**src/rtl/de_mw_hazard_ctrl.sv**
```systemverilog
// -----------------------------------------------------------------------------
// de_mw_hazard_ctrl
//
// Hazard and forwarding controller for a 3-stage (F / DE / MW) RV32I pipeline.
// It owns the DE->MW control pipeline register (valid, rd, reg_wr, is_load).
// It compares the DE source registers against the MW destination to drive the
// DE forwarding-mux selects, and it generates the fetch and IF/DE stall and
// flush controls. A saturating counter records how many cycles fetch was
// stalled, for performance debug.
//
// Parameters
//   REG_AW        register address width
//   CNT_W         width of the stall_cycles counter
//
// Ports
//   clk           pipeline clock, rising edge
//   rst_n         asynchronous active-low reset
//   valid_de      DE holds a real instruction (not a bubble)
//   rs1_de/rs2_de DE source registers
//   rd_de         DE destination register
//   reg_wr_de     DE instruction writes rd
//   is_load_de    DE instruction is a load
//   br_taken_de   DE branch/jump resolved taken
//   mem_busy_mw   data memory not ready, MW must hold
//   ForwardAE/BE  1: take ALUResult from MW for SrcA/SrcB, 0: register file
//   stall_f       hold PC and the IF/DE register
//   stall_de      DE instruction must not advance
//   flush_de      load a bubble into IF/DE at the next edge
//   valid_mw, rd_mw, reg_wr_mw, is_load_mw   MW control register contents
//   stall_cycles  saturating count of cycles with stall_f = 1
// -----------------------------------------------------------------------------
module de_mw_hazard_ctrl #(
  parameter int REG_AW = 5,
  parameter int CNT_W  = 16
) (
  input  logic              clk,
  input  logic              rst_n,
  input  logic              valid_de,
  input  logic [REG_AW-1:0] rs1_de,
  input  logic [REG_AW-1:0] rs2_de,
  input  logic [REG_AW-1:0] rd_de,
  input  logic              reg_wr_de,
  input  logic              is_load_de,
  input  logic              br_taken_de,
  input  logic              mem_busy_mw,
  output logic              ForwardAE,
  output logic              ForwardBE,
  output logic              stall_f,
  output logic              stall_de,
  output logic              flush_de,
  output logic              valid_mw,
  output logic [REG_AW-1:0] rd_mw,
  output logic              reg_wr_mw,
  output logic              is_load_mw,
  output logic [CNT_W-1:0]  stall_cycles
);

  typedef enum logic [1:0] {
    RUN       = 2'd0,
    MEM_WAIT  = 2'd1,
    LD_BUBBLE = 2'd2
  } state_t;

  state_t state;
  state_t state_nxt;

  logic mw_writes;
  logic hit_1;
  logic hit_2;
  logic load_use;
  logic mw_hold;
  logic mw_bubble;

  // MW can only be a forwarding source if it really writes a non-zero
  // register; x0 is hard-wired to zero and must never be forwarded.
  assign mw_writes = valid_mw & reg_wr_mw & (rd_mw != '0) & valid_de;
  assign hit_1     = mw_writes & (rs1_de == rd_mw);
  assign hit_2     = mw_writes & (rs2_de == rd_mw);

  // A load result only exists at the end of MW, so it cannot be forwarded
  // into DE; a dependent DE instruction has to wait one cycle instead.
  assign ForwardAE = hit_1 & ~is_load_mw;
  assign ForwardBE = hit_2 & ~is_load_mw;
  assign load_use  = (hit_1 | hit_2) & is_load_mw;

  // Every state resolves the same priority (memory wait, then load-use,
  // then taken branch). MEM_WAIT simply keeps holding while memory is busy.
  // LD_BUBBLE always finds an empty MW, so it naturally falls through
  // to normal flow. The state register is kept to make the current
  // stall reason visible when debugging.
  always_comb begin
    stall_f   = 1'b0;
    stall_de  = 1'b0;
    flush_de  = 1'b0;
    mw_hold   = 1'b0;
    mw_bubble = 1'b0;
    state_nxt = RUN;

    unique case (state)
      RUN, MEM_WAIT, LD_BUBBLE: begin
        if (mem_busy_mw) begin
          stall_f   = 1'b1;
          stall_de  = 1'b1;
          mw_hold   = 1'b1;
          state_nxt = MEM_WAIT;
        end else if (load_use) begin
          // Operands are not valid yet, so a taken branch this cycle is
          // ignored. It is re-resolved when the instruction retries.
          stall_f   = 1'b1;
          stall_de  = 1'b1;
          mw_bubble = 1'b1;
          state_nxt = LD_BUBBLE;
        end else if (br_taken_de && valid_de) begin
          flush_de  = 1'b1;
          state_nxt = RUN;
        end else begin
          state_nxt = RUN;
        end
      end
      default: begin
        state_nxt = RUN;
      end
    endcase
  end

  // State register.
  always_ff @(posedge clk or negedge rst_n) begin
    if (!rst_n) begin
      state <= RUN;
    end else begin
      state <= state_nxt;
    end
  end

  // DE->MW control register. A bubble clears every field rather than only
  // the valid bit. This keeps stale destination information out of MW.
  always_ff @(posedge clk or negedge rst_n) begin
    if (!rst_n) begin
      valid_mw   <= 1'b0;
      rd_mw      <= '0;
      reg_wr_mw  <= 1'b0;
      is_load_mw <= 1'b0;
    end else if (mw_hold) begin
      valid_mw   <= valid_mw;
      rd_mw      <= rd_mw;
      reg_wr_mw  <= reg_wr_mw;
      is_load_mw <= is_load_mw;
    end else if (mw_bubble) begin
      valid_mw   <= 1'b0;
      rd_mw      <= '0;
      reg_wr_mw  <= 1'b0;
      is_load_mw <= 1'b0;
    end else begin
      valid_mw   <= valid_de;
      rd_mw      <= rd_de;
      reg_wr_mw  <= reg_wr_de;
      is_load_mw <= is_load_de;
    end
  end

  // Stall-cycle counter. It sticks at all-ones instead of wrapping, so a
  // long run never reports a misleadingly small number.
  always_ff @(posedge clk or negedge rst_n) begin
    if (!rst_n) begin
      stall_cycles <= '0;
    end else if (stall_f && (stall_cycles != {CNT_W{1'b1}})) begin
      stall_cycles <= stall_cycles + CNT_W'(1);
    end
  end

endmodule

```
**config.mk**
```make
export PLATFORM = sky130hd
export DESIGN_NAME = de_mw_hazard_ctrl
export DESIGN_NICKNAME = d
export VERILOG_FILES = /design/src/rtl/de_mw_hazard_ctrl.sv
export SDC_FILE = /design/constraint.sdc
export NUM_CORES = 1
export LEC_CHECK = 0
export BUFFER_PORTS_ARGS = -buffer_cell sky130_fd_sc_hd__buf_2
export CORE_ASPECT_RATIO = 1.4
export CORE_MARGIN = 2
export CORE_UTILIZATION = 48
export CTS_CLUSTER_DIAMETER = 120
export DETAILED_ROUTE_END_ITERATION = 8
export GPL_TIMING_DRIVEN = 1
export MAX_ROUTING_LAYER = met4
export PLACE_DENSITY = 0.79
export SLEW_MARGIN = 0
export SYNTH_ARGS = -nofsm -noshare
export SYNTH_HDL_FRONTEND = slang
export SYNTH_SLANG_ARGS = --single-unit
export TNS_END_PERCENT = 10
```
**constraint.sdc**
```tcl
create_clock -name clk -period 2.6 [get_ports clk]
set_clock_uncertainty 0.2 [all_clocks]
set_input_delay 0.39 -clock clk [delete_from_list [all_inputs] [get_ports clk]]
set_output_delay 0.39 -clock clk [all_outputs]
set_load 0.01 [all_outputs]
```
==> results of run 1 <==
[state kept, by name, summed over array words and instances (netlist names)]
name          flops
stall_cycles     16
is_load_mw        1
valid_mw          1
rd_mw             5
state             2
reg_wr_mw         1
[worst reg2reg max path, stage by stage, from the launching register on]
cell	delay (ps)
dfrtp_2	470
xor2_1	160
nor3_2	190
nand3_1	140
a211o_4	380
buf_4	140
buf_4	140
a21oi_4	270
mux2_2	370
[metal layers]
metal	vias to the layer above	GRT usage (%)
li1	550	-
met1	540	21.7
met2	52	36.3
met3	6	3.85
met4	0	10.0
met5	-	-
[worst max-delay path by stage]
stage	startpoint	to	slack (ps)	depth (start not counted)
2_1_floorplan	rd_mw[1]$_DFFE_PN0N_	stall_f	340	7
3_3_place_gp	rs2_de[2]	stall_f	270	9
3_5_place_dp	rs2_de[2]	stall_f	230	9
4_1_cts	rd_mw[3]$_DFFE_PN0N_	stall_f	7	8
5_1_grt	rd_mw[2]$_DFFE_PN0N_	stall_f	-40	8
6_report	rd_mw[2]$_DFFE_PN0N_	stall_f	40	8
[metrics by stage]
step | worst slack, ps | util, %
3_3_place_gp | 269 | 61.4
4_1_cts | 7.48 | 67.1
6_report | 35.5 | 69.2
5_1_grt | -42.4 | 69.2
2_1_floorplan | 336 | -
3_5_place_dp | 232 | 61.4
[where the power goes]
part           switching, W  total, W  internal, W
Clock              0.000117  0.000203    0.0000856
Sequential        0.0000824  0.000558     0.000476
Combinational      0.000157  0.000324     0.000168
[area by class of cell]
class / count / area (um2) / share of cell area [%]
well taps: 36 / 45.0 / 2.49
inverters: 3 / 23.8 / 1.31
multi-input cells: 86 / 668 / 36.9
flip-flops and latches: 26 / 652 / 36.0
repair buffers: 66 / 385 / 21.3
clock buffers: 4 / 36.3 / 2.00
[timing repair]
action,in CTS,in global routing
endpoints found under the setup margin,3,4
pin swaps,7,9
hold buffers,1,0
gates resized for setup,4,4
gates cloned,0,0
hold endpoints to repair,26,0
buffers inserted,11,5
[placed cells by master, fill, tap and decap left out, types with 2 or more instances in the layout]
cell / instances
a21oi_1: 2
a22o_1: 8
and3_1: 4
and4_1: 2
buf_2: 48
buf_4: 15
buf_6: 2
clkbuf_4: 3
dfrtp_1: 25
inv_1: 2
nand2_1: 7
nand3_1: 13
nand4_1: 3
nor2_1: 5
nor3_2: 2
xnor2_1: 17
xor2_1: 6
[kinds of logic after synthesis]
group | count (synthesis) | share of synthesized area [%]
compound gates | 13 | 9.30
xor+xnor | 24 | 15.9
fa+ha+maj | 1 | 0.949
buf+inv | 4 | 1.80
flops | 26 | 49.3
mux | 2 | 1.99
simple gates | 46 | 20.7
==> flow_summary.yaml, run 1 <==
status:
  status: "completed"
floorplanning:
  fp.dieH_um: 66.0
  die_w_um: 48.3
  initial_utilization_pct: 50.4
  rows: 22
  io_pins: 51
  die_area_um2: 3190
  core_area_um2: 2620
worst_setup_path:
  slowest_delay_ps: 470
  startpoint_type: "register"
  critPathKind: "register to output port"
  r2r.worst_path.cells: 8
  timing.rr.end: "stall_cycles[1]$_DFFE_PN0P_"
  worstPathArrival_ps: 1970
  cp-end-kind: "output port"
  reg2reg_from: "rd_mw[2]$_DFFE_PN0N_"
  cp_top_family: "simple AND/OR/NAND/NOR gates"
  cp_max_fo: 5
  path_cells: "xor2_1 > nor3_2 > nand3_1 > a211o_4 > nand2_4 > nand2_8 > clkinv_8 > buf_6"
  path_buf_inv: 2
  worstPathRequired_ps: 2010
  r2r_slack_ps: 60
  crit_path_top_delay_cell: "dfrtp_2"
layout:
  layout.nets: 209
  drive_gt1_share_pct: 44.3
  stdcell_count: 221
  area_delta_synth_final_pct: 37.3
  nFillCells: 207
  antennaDiodeCount: 0
  fin_area_um2: 1810
sta:
  slew_viol_final: 0
  fin_hold_ws_ps: 89.1
  slew_headroom_pct: 55.6
  rsz0062_at_grt: "yes"
  tightestPinTransition_ps: 666
  period_minus_slack_ps: 2560
  finalSetupViolCount: 0
  fmax_mhz: 390
  finalHoldViolCount: 0
  timing.final.crit_share_pct: 98.6
  fin_tns_setup_ps: 0
clocking:
  clk_latency_ps: 320
  clk_pin_slew_ps: 140
  cts.sinks: 26
  cts_buffer_depth: 2
  htree_levels: 1
  cts-root-buf: "clkbuf_4"
  cts_buffers: 3
  cts_tree: "built"
yosys:
  syn-mean-instance-area_um2: 11.4
  synth_area_leaders: "dfrtp_1 (49%), xnor2_1 (11%), a22o_1 (5.3%)"
  syn_area_um2: 1320
  syn_inst: 116
  synth-seq-cells: 26
  synth.distinct_cells: 29
  synth_ff_type: "dfrtp_1"
  synth_fp_nets: 139
  ys_seq_area_share_pct: 49.3
  yosysMostFrequentCell: "dfrtp_1"
  post-synth-top-area-cell: "dfrtp_1"
  synth_edf_count: 0
  synth_top_area_share_pct: 49.3
  synth-async-reset-ratio_pct: 100
  synth_common_cells: "dfrtp_1 (26), xnor2_1 (17), nand3_1 (13), a22o_1 (8)"
  ys_warn_count: 0
routing:
  topRoutingLayerUsed: "met4"
  dr_wl_met3_um: 192
  drtIter0Drc: 21
  finalWirelength_um: 3080
  met1Wirelength_um: 1260
  drc: 0
  vias_per_cell: 5.19
  antenna_left: 0
  dr_total_vias: 1148
  wl_met2_um: 1580
  firstDrtPassIters: 4
  avgRoutedWirePerCell_um: 13.9
power:
  power_w: 0.00109
  vdd_drop_max_uv: 523
  p_per_area_nw_per_um2: 600
  power_leakage_nw: 0.891
placed_design:
  dp_cells: 201
  placed_area_um2: 1610
  port_buffers: 50
  dpl.hpwl_um: 2140
  gp_congestion: 0.781
grt:
  globalRouteOverflowTotal: 0
  grt_max_degree: 27
  grt_usage_pct: 20.3
  grt_pass1_vias: 1141
  grt_pass1_wl_um: 4930
  antenna_found_initial: 0
flow_run:
  cap_violations: 0
hold_path:
  hold_start: "reg_wr_de"
  holdPathStages: 2
  hp-class: "primary input to register"
  min_to: "reg_wr_mw$_DFFE_PN0N_"
Note: power is estimated with default switching activity, not from simulation.
==> run 2, diff against run 1 <==
Settings changed: CORE_UTILIZATION 48 to 43, PLACE_DENSITY 0.79 to 0.75.
Clock period 2.6 ns to 2.2 ns, I/O delays scaled along.
==> run 2 against run 1 <==
  * The flow now finishes with violations (setup timing)
  * Combinational power increased by 24%
  * Non-clock buffer count up 4
  * Clock-buffer cell count is the same
  * Sequential power rose by 17%
  * Routed wire length is 2.8% higher
  * Die area is 11% higher
  * Via count grew 2.1%
  * Register-to-register slack got worse by 250 ps
  * Cell count increased by 2.3%
  * Largest cell class unchanged
  * Largest power group unchanged
==> flow_summary.yaml, run 2 (synthesized netlist as in run 1, its figures left out) <==
status:
  status: "complete, but fails checks"
  violations: "setup timing"
hold_path:
  holdPathStages: 2
  hp-class: "primary input to register"
  min_to: "rd_mw[3]$_DFFE_PN0N_"
  hold_start: "rd_de[3]"
clocking:
  cts_buffers: 3
  htree_levels: 1
  clk_latency_ps: 270
  clk_pin_slew_ps: 80
  cts-root-buf: "clkbuf_8"
  cts_buffer_depth: 2
  cts_tree: "built"
  cts.sinks: 26
worst_setup_path:
  path_buf_inv: 1
  worstPathArrival_ps: 1930
  crit_path_top_delay_cell: "dfrtp_2"
  cp-end-kind: "output port"
  timing.rr.end: "stall_cycles[3]$_DFFE_PN0P_"
  cp_top_family: "simple AND/OR/NAND/NOR gates"
  worstPathRequired_ps: 1670
  reg2reg_from: "rd_mw[4]$_DFFE_PN0N_"
  critPathKind: "register to output port"
  slowest_delay_ps: 440
  cp_max_fo: 4
  startpoint_type: "register"
  r2r.worst_path.cells: 9
  r2r_slack_ps: -190
  path_cells: "xor2_1 > nor3_2 > nand3_1 > a211o_4 > and4_1 > buf_2"
grt:
  grt_max_degree: 27
  grt_pass1_wl_um: 5070
  antenna_found_initial: 0
  grt_pass1_vias: 1204
  globalRouteOverflowTotal: 0
  grt_usage_pct: 18.9
layout:
  drive_gt1_share_pct: 47.1
  largestRegisters: "stall_cycles x16, rd_mw x5, state x2"
  layout.nets: 213
  largest_register_ffs: 16
  final_common_cell: "buf_2"
  max_flop_register: "stall_cycles"
  antennaDiodeCount: 0
  area_delta_synth_final_pct: 41.0
  mostFrequentLayoutCells: "buf_2 (48), dfrtp_1 (23), xnor2_1 (17), buf_4 (17), nand3_1 (12)"
sta:
  fin_hold_ws_ps: 79.0
  rsz0062_at_grt: "yes"
  slew_headroom_pct: 51.1
  tightestPinTransition_ps: 734
  timing.final.crit_share_pct: 112
  finalHoldViolCount: 0
  finalSetupViolCount: 19
  fin_tns_setup_ps: -2780
  period_minus_slack_ps: 2460
  slew_viol_final: 0
  setup_slack_ps: -264
  fmax_mhz: 406
routing:
  firstDrtPassIters: 4
  dr_total_vias: 1172
  finalWirelength_um: 3160
  vias_per_cell: 5.19
  antenna_left: 0
  drtIter0Drc: 17
  avgRoutedWirePerCell_um: 14.0
  drc: 0
power:
  p_per_area_nw_per_um2: 728
  power_leakage_nw: 0.916
  vdd_drop_max_uv: 861
  power_w: 0.00135
placed_design:
  gp_congestion: 0.811
  dpl.hpwl_um: 2340
  port_buffers: 50
floorplanning:
  rows: 23
  die_w_um: 50.8
  core_area_um2: 2910
  io_pins: 51
  die_area_um2: 3530
  fp.dieH_um: 69.5
  initial_utilization_pct: 45.4
flow_run:
  cap_violations: 0
## run 2: cell count changes in the layout (fill, tap and decap cells not counted), moves of 2 or more
cell / previous run / this run
buf_4: 15 / 17
buf_6: 2 / 4
clkbuf_4: 3 / 0
clkbuf_8: 1 / 4
dfrtp_1: 25 / 23
dfrtp_2: 1 / 3
## run 2: worst max path at each step
stage                          from                            to  slack (ps)  depth (start not counted)
2_1_floorplan  rd_mw[2]$_DFFE_PN0N_  stall_cycles[12]$_DFFE_PN0P_           2                          9
3_3_place_gp              rs1_de[4]   stall_cycles[1]$_DFFE_PN0P_         -30                          7
3_5_place_dp              rs1_de[4]   stall_cycles[3]$_DFFE_PN0P_         -60                          9
4_1_cts        rd_mw[4]$_DFFE_PN0N_                      flush_de        -210                          6
5_1_grt        rd_mw[4]$_DFFE_PN0N_                      flush_de        -340                          6
6_report       rd_mw[4]$_DFFE_PN0N_                      flush_de        -260                          6
## run 2: timing repair
item / 4_1_cts / 5_1_grt
resized for setup: 0 / 7
setup endpoints to repair: 13 / 19
endpoints found under the hold margin: 26 / 0
setup buffers: 4 / 2
pin swaps: 7 / 8
gates cloned: 0 / 0
hold buffers: 1 / 0
## run 2: worst reg2reg max path, stage by stage (launching register included)
cell and delay, ps:
dfrtp_2 440, xor2_1 170, nor3_2 230, nand3_1 160
a211o_4 380, buf_4 150, a21oi_4 200, buf_4 160
nand2b_1 70, xnor2_1 120
## run 2: layout make-up
class | instances | area, um2
clock buffers | 4 | 55.1
fillers | 249 | 1050
inverters | 3 | 16.3
multi-input cells | 86 | 664
flip-flops and latches | 26 | 654
well taps | 37 | 46.3
repair buffers | 70 | 423
## run 2: layer usage
metal,routed length [um],GRT usage [%],vias to the layer above
met5,0,-,-
met1,1250,20.5,557
met2,1640,33.0,51
met4,86,9.01,0
met3,189,2.80,9
li1,-,-,555
## run 2: power by group
part / internal, W / total [W] / switching, W
clock network: 0.000160 / 0.000297 / 0.000137
registers: 0.000564 / 0.000654 / 0.0000907
logic: 0.000207 / 0.000403 / 0.000196
## run 2: through the flow
stage	instances	area, um2	utilization [%]	setup WS, ps
global placement	215	1710	58.9	-28.8
floorplan	116	1330	-	2.15
finish	226	1860	64.0	-264
detailed placement	215	1710	58.9	-55.2
CTS	224	1810	62.2	-208
global route	226	1860	64.0	-344
